`config.mk`:
```
export PLATFORM = sky130hd
export DESIGN_NAME = rx_line_collector
export DESIGN_NICKNAME = d
export VERILOG_FILES = /design/src/rtl/rx_collect_pkg.sv /design/src/rtl/rx_line_bitmap.sv /design/src/rtl/rx_line_collector.sv
export SDC_FILE = /design/constraint.sdc
export NUM_CORES = 2
export LEC_CHECK = 0
export CAP_MARGIN = 5
export CORE_ASPECT_RATIO = 1.5
export CORE_MARGIN = 2
export CORE_UTILIZATION = 45
export CTS_CLUSTER_DIAMETER = 150
export DETAILED_ROUTE_END_ITERATION = 10
export PLACE_DENSITY = 0.69
export SYNTH_ARGS = -nofsm -noshare
export SYNTH_HDL_FRONTEND = slang
export SYNTH_SLANG_ARGS = --single-unit
```
`constraint.sdc`:
```
create_clock -name clk -period 5.3 [get_ports clk]
set_input_delay 1.06 -clock clk [delete_from_list [all_inputs] [get_ports clk]]
set_output_delay 1.06 -clock clk [all_outputs]
set_load 0.01 [all_outputs]
```
`src/rtl/rx_collect_pkg.sv`:
```
// Shared types and width/geometry helpers for the receive-side line collector.
package rx_collect_pkg;

  typedef enum logic [1:0] {
    ST_RECV = 2'd0,
    ST_PAD  = 2'd1,
    ST_FULL = 2'd2
  } rx_state_e;

  function automatic int unsigned calc_line_w(input int unsigned num_lines);
    return (num_lines > 1) ? $clog2(num_lines) : 1;
  endfunction

  function automatic int unsigned calc_word_w(input int unsigned line_words);
    return (line_words > 1) ? $clog2(line_words) : 1;
  endfunction

  function automatic int unsigned calc_addr_w(input int unsigned num_lines,
                                              input int unsigned line_words);
    return $clog2(num_lines * line_words + 1);
  endfunction

  function automatic int unsigned calc_wd_w(input int unsigned wd_timeout);
    return (wd_timeout > 1) ? $clog2(wd_timeout) : 1;
  endfunction

  // First frame-buffer address of a line; line_words is a constant so this is a fixed multiply.
  function automatic int unsigned line_base(input int unsigned idx,
                                            input int unsigned line_words);
    return idx * line_words;
  endfunction

endpackage

```
`src/rtl/rx_line_bitmap.sv`:
```
// Per-line "received" flags with an incrementally maintained population count.
module rx_line_bitmap
  import rx_collect_pkg::*;
#(
  parameter  int unsigned NUM_LINES = 480,
  localparam int unsigned LINE_W    = calc_line_w(NUM_LINES)
) (
  input  logic              clk,
  input  logic              rstn,
  input  logic              clr_all,
  input  logic              set_en,
  input  logic              clr_en,
  input  logic [LINE_W-1:0] idx,
  input  logic [LINE_W-1:0] query_idx,
  output logic              hit_c,
  output logic [LINE_W:0]   count
);

  logic [NUM_LINES-1:0] flags;
  logic                 idx_ok;
  logic                 cur;

  assign idx_ok = (32'(idx) < NUM_LINES);
  assign cur    = idx_ok && flags[idx];
  assign hit_c  = (32'(query_idx) < NUM_LINES) && flags[query_idx];

  // Count only moves when a flag actually changes, so repeated set/clear is harmless.
  always_ff @(posedge clk) begin
    if (!rstn || clr_all) begin
      flags <= '0;
      count <= '0;
    end else if (set_en && idx_ok) begin
      flags[idx] <= 1'b1;
      if (!cur) count <= count + (LINE_W+1)'(1);
    end else if (clr_en && idx_ok) begin
      flags[idx] <= 1'b0;
      if (cur) count <= count - (LINE_W+1)'(1);
    end
  end

endmodule

```
`src/rtl/rx_line_collector.sv`:
```
// Collects per-line Rx payload words into linear frame-buffer writes, with a
// watchdog that zero-pads (or skips) lines that never arrive.
module rx_line_collector
  import rx_collect_pkg::*;
#(
  parameter  int unsigned DATA_W     = 12,
  parameter  int unsigned LINE_WORDS = 80,
  parameter  int unsigned NUM_LINES  = 480,
  parameter  int unsigned WD_TIMEOUT = 144640,
  parameter  int unsigned PAD_EN     = 1,
  localparam int unsigned LINE_W     = calc_line_w(NUM_LINES),
  localparam int unsigned ADDR_W     = calc_addr_w(NUM_LINES, LINE_WORDS),
  localparam int unsigned WD_W       = calc_wd_w(WD_TIMEOUT)
) (
  input  logic              clk,
  input  logic              rstn,
  input  logic [DATA_W-1:0] rx_data,
  input  logic              rx_valid,
  input  logic [LINE_W-1:0] rx_line,
  input  logic              rx_line_valid,
  input  logic              frame_rst,
  input  logic [LINE_W-1:0] line_num,
  output logic              received_pkt,
  output logic              wm_en,
  output logic [ADDR_W-1:0] wm_addr,
  output logic [DATA_W-1:0] wm_data,
  output logic              pad_active,
  output logic              frame_done,
  output logic [LINE_W:0]   lines_ok,
  output logic              rx_drop
);

  localparam int unsigned WORD_W = calc_word_w(LINE_WORDS);

  rx_state_e         state, state_nxt;
  logic [LINE_W-1:0] line_idx, line_nxt;
  logic [WORD_W-1:0] word_idx, word_nxt;
  logic [WD_W-1:0]   wd_cnt, wd_nxt;
  logic              drop_nxt;
  logic              wen_nxt;
  logic [ADDR_W-1:0] waddr_nxt;
  logic [DATA_W-1:0] wdata_nxt;
  logic              bm_set, bm_clr, bm_clr_all;

  logic [ADDR_W-1:0] cur_addr;
  logic [LINE_W-1:0] line_inc;
  logic              last_word;
  logic              last_line;
  logic              wd_expired;

  assign cur_addr   = ADDR_W'(line_base(32'(line_idx), LINE_WORDS) + 32'(word_idx));
  assign line_inc   = line_idx + LINE_W'(1);
  assign last_word  = (word_idx == WORD_W'(LINE_WORDS - 1));
  assign last_line  = (line_idx == LINE_W'(NUM_LINES - 1));
  assign wd_expired = (wd_cnt == WD_W'(WD_TIMEOUT - 1));

  rx_line_bitmap #(
    .NUM_LINES (NUM_LINES)
  ) u_bitmap (
    .clk       (clk),
    .rstn      (rstn),
    .clr_all   (bm_clr_all),
    .set_en    (bm_set),
    .clr_en    (bm_clr),
    .idx       (line_idx),
    .query_idx (line_num),
    .hit_c     (received_pkt),
    .count     (lines_ok)
  );

  // Next-state and next-output decode; priority: frame_rst > header > data > watchdog.
  always_comb begin
    state_nxt  = state;
    line_nxt   = line_idx;
    word_nxt   = word_idx;
    wd_nxt     = wd_cnt;
    drop_nxt   = rx_drop;
    wen_nxt    = 1'b0;
    waddr_nxt  = wm_addr;
    wdata_nxt  = wm_data;
    bm_set     = 1'b0;
    bm_clr     = 1'b0;
    bm_clr_all = 1'b0;

    if (frame_rst) begin
      state_nxt  = ST_RECV;
      line_nxt   = '0;
      word_nxt   = '0;
      wd_nxt     = '0;
      drop_nxt   = 1'b0;
      bm_clr_all = 1'b1;
    end else if (rx_line_valid) begin
      line_nxt  = rx_line;
      word_nxt  = '0;
      wd_nxt    = '0;
      state_nxt = (32'(rx_line) >= NUM_LINES) ? ST_FULL : ST_RECV;
    end else begin
      case (state)
        ST_RECV: begin
          if (rx_valid) begin
            wen_nxt   = 1'b1;
            waddr_nxt = cur_addr;
            wdata_nxt = rx_data;
            wd_nxt    = '0;
            if (last_word) begin
              bm_set   = 1'b1;
              word_nxt = '0;
              line_nxt = line_inc;
              if (last_line) state_nxt = ST_FULL;
            end else begin
              word_nxt = word_idx + WORD_W'(1);
            end
          end else if (wd_expired) begin
            word_nxt = '0;
            wd_nxt   = '0;
            if (PAD_EN != 0) begin
              state_nxt = ST_PAD;
            end else begin
              bm_clr   = 1'b1;
              line_nxt = line_inc;
              if (last_line) state_nxt = ST_FULL;
            end
          end else begin
            wd_nxt = wd_cnt + WD_W'(1);
          end
        end
        ST_PAD: begin
          // The whole line is rewritten, so partial data from a late line never survives.
          wen_nxt   = 1'b1;
          waddr_nxt = cur_addr;
          wdata_nxt = '0;
          bm_clr    = 1'b1;
          if (rx_valid) drop_nxt = 1'b1;
          if (last_word) begin
            word_nxt  = '0;
            wd_nxt    = '0;
            line_nxt  = line_inc;
            state_nxt = last_line ? ST_FULL : ST_RECV;
          end else begin
            word_nxt = word_idx + WORD_W'(1);
          end
        end
        ST_FULL: begin
          wd_nxt = '0;
          if (rx_valid) drop_nxt = 1'b1;
        end
        default: begin
          state_nxt = ST_RECV;
        end
      endcase
    end
  end

  always_ff @(posedge clk) begin
    if (!rstn) begin
      state      <= ST_RECV;
      line_idx   <= '0;
      word_idx   <= '0;
      wd_cnt     <= '0;
      rx_drop    <= 1'b0;
      wm_en      <= 1'b0;
      wm_addr    <= '0;
      wm_data    <= '0;
      pad_active <= 1'b0;
      frame_done <= 1'b0;
    end else begin
      state      <= state_nxt;
      line_idx   <= line_nxt;
      word_idx   <= word_nxt;
      wd_cnt     <= wd_nxt;
      rx_drop    <= drop_nxt;
      wm_en      <= wen_nxt;
      wm_addr    <= waddr_nxt;
      wm_data    <= wdata_nxt;
      pad_active <= (state_nxt == ST_PAD);
      frame_done <= (state_nxt == ST_FULL);
    end
  end

endmodule

```
After elaboration in Yosys (flattened, before gate mapping)

Index checks and enable logic that the tools add are counted.

Muxes and demuxes: 49
Equal/unequal tests: 12
Add/sub/neg operators: 6
Reductions and logical operators: 22
$lt $le $gt $ge: 6
Multiply operators: 1
Bitwise logic cells: 6

Operators by type and width:

| kind                                                                   | count |
|---|---|
| 480-bit 2-to-1 mux                                                     | 2 |
| 480-bit AND                                                            | 1 |
| 480-bit NOT                                                            | 1 |
| 480-bit OR                                                             | 1 |
| 18-bit 2-to-1 mux                                                      | 3 |
| 18-bit case mux with 3 select lines                                    | 1 |
| 10-bit 2-to-1 mux                                                      | 4 |
| 16-bit case mux with 2 select lines                                    | 1 |
| 9-bit 2-to-1 mux                                                       | 3 |
| 12-bit case mux with 2 select lines                                    | 1 |
| 7-bit 2-to-1 mux                                                       | 3 |
| 9-bit by 10-bit < comparator with 1-bit output (second input constant) | 2 |
| 18-bit by 1-bit adder with 18-bit output (second input constant)       | 1 |
| 1-bit binary-select mux with 9-bit select                              | 2 |
| 18-bit == test (second input constant)                                 | 1 |
| 9-bit < comparator (second input constant)                             | 2 |
| 2-bit 2-to-1 mux                                                       | 9 |
| 9-bit case mux with 2 select lines                                     | 1 |
| 16-bit by 7-bit adder with 16-bit output                               | 1 |
| 16-bit 2-to-1 mux                                                      | 1 |
| 7-bit case mux with 2 select lines                                     | 1 |
| 1-bit 2-to-1 mux                                                       | 13 |
| 9-bit by 3-bit multiplier with 12-bit output (second input constant)   | 1 |
| 12-bit 2-to-1 mux                                                      | 1 |
| 27 further kinds                                                       | 45 |

Input port bits: 35
Flip-flop bits (word level): 558
Word-level logic and storage cells: 114
Output and inout bits: 43

Logic depth before layout (Yosys ltp)

Depth after elaboration: 9
Gate-level depth with buffers: 16
Gate-level depth less buffers: 15

Modules after synthesis

A second synthesis with hierarchy kept.

Cells, all modules: 3405
Area total of the unflattened synthesis: 30686.9 µm²

Modules (own cells, without submodules):

| module            | cells each | area an instance (µm²) | times used | seq. area each (µm²) |
|---|---|---|---|---|
| rx_line_bitmap    | 2960       | 26962.1                | 1          | 9809.4 |
| rx_line_collector | 445        | 3724.8                 | 1          | 1361.3 |

Least setup slack after synthesis

OpenSTA, ideal clock, no wires.

Path kind: input to output
Start point: in line_num[1]
End point: out received_pkt
Data arrival time: 3.700 ns
Required time: 4.240 ns
Stages: 8
Buffers on the path: 3
Path slack: 0.540 ns
Path through: clkbuf_1 buf_1 buf_1 mux4_2 mux4_2 mux4_2 a211oi_1 o22ai_1

Cells in the longest elaborated chain, start to end: 3

Ends and longest elaborated chain:

| what                                      | RTL line                | text |
|---|---|---|
| from (decl)                               | rx_line_collector.sv:22 | `input logic [LINE_W-1:0] line_num,` |
| 1-bit binary-select mux with 9-bit select | rx_line_bitmap.sv:25    | `assign hit_c = (32'(query_idx) < NUM_LINES) && flags[query_idx];` |
| 1-bit 2-to-1 mux (not written as such)    | rx_line_bitmap.sv:25    |  |
| 1-bit logical AND (*)                     | rx_line_bitmap.sv:25    |  |
| to (decl)                                 | rx_line_collector.sv:23 | `output logic received_pkt,` |

Every way passes the cells marked *; elsewhere a longest branch is shown, timed or not. The select of a mux whose other input is x is not followed.

Worst setup path after layout

Start point: in line_num[0]
End point: out received_pkt

Same word-level chain as after synthesis.

==> flow_summary.toml <==
[sta]
final_max_slew_viol_count = 0
period_minus_slack_ns = 5.195
rsz0062_at_grt = "no"
setup-violations-final = 0
finClkSkew_ns = 0.02522
max_freq_ghz = 0.1925
finalHoldViolations = 0
max_slew_margin = 0.1166
fin_crit_sh = 0.9802
hold-worst-slack_ns = 0.4643
tightest_slew_ns = 1.320

[synthesis]
ys_types = 72
synth.avg_cell_area_um2 = 8.915
synth_most_common_cell = "dfxtp_1"
yosysWarnings = 0
yosysSeqAreaShare = 0.3603
ys_ff_latch = 558
ys.flop_type = "dfxtp_1"
synth_nets = 3552
synth.top_cell.area_share = 0.3603
synth_area_leaders = "dfxtp_1 (36%), mux4_2 (15%), a21oi_1 (8.5%), o21ai_0 (8.2%), nand3_1 (8.1%)"
async_flop_share = 0
synth-edff-count = 0
synth_area_leader_cell = "dfxtp_1"
synth_common_cells = "dfxtp_1 (558), a21oi_1 (528), o21ai_0 (508)"
synthCells = 3478
synth_area_um2 = 31000

[grt]
grt_overflow = 0
grt_start_max_net_pins = 132
antenna_found_initial = 7
first_global_vias = 28635
grt_pass1_wl_um = 184900
grt.total_usage = 0.3455

[floorplanning]
ioPinCount = 78
core_area_um2 = 68070
initial_core_util = 0.4555
design.die.area_um2 = 71060
dieWidth_um = 218.3
core.rowCount = 117
die_height_um = 325.5

[worst_hold_path]
hp-class = "flop to flop"
whs_path_depth = 2

[clocking]
h-tree-depth = 2
clkTransAtPathRegs_ns = 0.07
cts_tree = "done"
clk_path_buf_depth = 3
cts.sinks = 558
numCtsBuffers = 53
worstSkewPairLatency_ns = 0.65
postCtsSetupBuffers = 0
cts-root-buf = "clkbuf_16"

[drt]
vias = 30411
totalWireLength_um = 125800
drtAntennaViolNets = 0
drt_iter0_drc = 4642
drc = 0
avgRoutedWirePerCell_um = 29.06
firstDrtPassIters = 8
vias_per_cell = 7.027

[finish]
area_growth_syn_to_layout_pct = 11.89
layout-drive-gt1-share = 0.1498
postLayoutCellArea_um2 = 34690
final_nets = 3463
fill_cells = 6219

[flow_run]
maxCapViolations = 0

[pwr]
p_per_area_nw_per_um2 = 259.5
p_leak_nw = 10.38
irDropWorstVdd_mv = 0.2501

[worst_setup_path]
crit_required_ns = 4.24
setup.worst_path.class = "primary input to output port"
startpoint_type = "primary input"
arrival_ns = 4.13
ff2ff_setup_slack_ns = 0.57
ff2ff_path_depth = 9
worst_setup_path_end_kind = "output port"
critPathMaxFanout = 15

[place]
hpwl_um = 77670
placed_cell_area_um2 = 32740
io_buffers = 77
gp_congestion = 0.9994

[status]
status = "complete, no violations"
==> per-stage QoR <==
stage / power [mW] / setup TNS (ns) / instances / setup slack (ns) / util
2_1_floorplan: 4.625 / 0 / 3478 / 0.5404 / -
3_3_place_gp: 4.800 / -0.09579 / 4226 / -0.09579 / 0.4810
3_5_place_dp: 4.804 / -0.06695 / 4226 / -0.06695 / 0.4810
4_1_cts: 8.980 / 0 / 4324 / 0.002887 / 0.5094
5_1_grt: 9.185 / 0 / 4325 / 0.1416 / 0.5095
6_report: 9.002 / 0 / 4328 / 0.1050 / 0.5096
==> cells in the final DEF, fill, tap and decap left out, types with 10 or more instances in the layout <==
cell type | synthesis | final
dfxtp_1 | 558 | 555
a21oi_1 | 528 | 528
o21ai_0 | 508 | 508
nand3_1 | 501 | 491
mux4_2 | 213 | 213
mux2i_1 | 133 | 133
nand2_1 | 131 | 131
buf_4 | 22 | 115
nor2_1 | 95 | 90
clkdlybuf4s50_1 | 0 | 73
clkbuf_16 | 0 | 56
a22oi_1 | 48 | 48
or3_1 | 41 | 41
ha_1 | 36 | 36
nor2b_1 | 26 | 24
buf_12 | 0 | 22
xor2_1 | 21 | 21
a21boi_0 | 20 | 20
xnor2_1 | 20 | 20
inv_1 | 18 | 18
nor2_4 | 10 | 15
nand3b_1 | 14 | 14
nor3_1 | 16 | 14
nand2b_1 | 13 | 12
clkbuf_8 | 0 | 11
clkinv_2 | 1 | 10
nand3_2 | 0 | 10
nand4_1 | 10 | 10
==> worst paths after layout <==
path | startpoint | to
setup / recovery | line_num[0] | received_pkt
hold reg to reg | wm_addr[7] | wm_addr[7]
setup reg to reg | line_idx[1] | u_bitmap.count[6]
hold / removal | wm_addr[7] | wm_addr[7]
==> metal layers <==
layer  share of wire  global-route usage
met1            0.33              0.3910
met2            0.44              0.5260
met3            0.13              0.1073
met4            0.10              0.2938
met5          0.0013             0.01042
==> critical path: stages <==
cell	delay (ns)
clkbuf_8	0.17
buf_12	0.18
mux4_2	0.51
mux4_2	0.60
mux4_2	0.64
mux4_2	0.51
clkinv_1	0.06
o22ai_1	0.15
dlymetal6s2s_1	0.22
==> what timing repair did <==
action | in CTS | in global routing
cloned | 0 | 0
setup endpoints to repair | 1 | 1
gates resized for setup | 3 | 1
hold buffers | 0 | 0
==> where the power goes <==
group / switching, mW / internal (mW) / total, mW / leakage [nW]
clock: 1.82 / 2.46 / 4.28 / 0.934
sequential: 0.0245 / 4.20 / 4.22 / 4.50
combinational: 0.317 / 0.185 / 0.503 / 4.95
total: 2.16 / 6.84 / 9.00 / 10.4
==> kinds of logic (layout without fill, tap and decap cells) <==
logic type | Yosys count | in the layout | synth area share
other | 0 | 4 | 0
AND/OR/NAND/NOR | 912 | 912 | 0.1493
buffers and inverters | 382 | 336 | 0.05440
XOR/XNOR | 41 | 41 | 0.01158
flip-flops | 558 | 558 | 0.3603
adder cells (fa/ha/maj) | 39 | 39 | 0.01646
multiplexers | 356 | 356 | 0.2018
AO/OA/AOI/OAI | 1190 | 1190 | 0.2062
==> layout make-up <==
| class | count | area (um2) | area share |
|---|---|---|---|
| well taps | 892 | 1116 | 0.03217 |
| multi-input cells | 2538 | 18270 | 0.5267 |
| clock buffers | 71 | 1558 | 0.04490 |
| flip-flops and latches | 558 | 11180 | 0.3223 |
| repair buffers | 216 | 2103 | 0.06063 |
| diodes | 4 | 10.01 | 0.0002885 |
| inverters | 22 | 83.83 | 0.002417 |
| clock inverters | 27 | 365.4 | 0.01053 |
(Power assumes the default switching activity.)
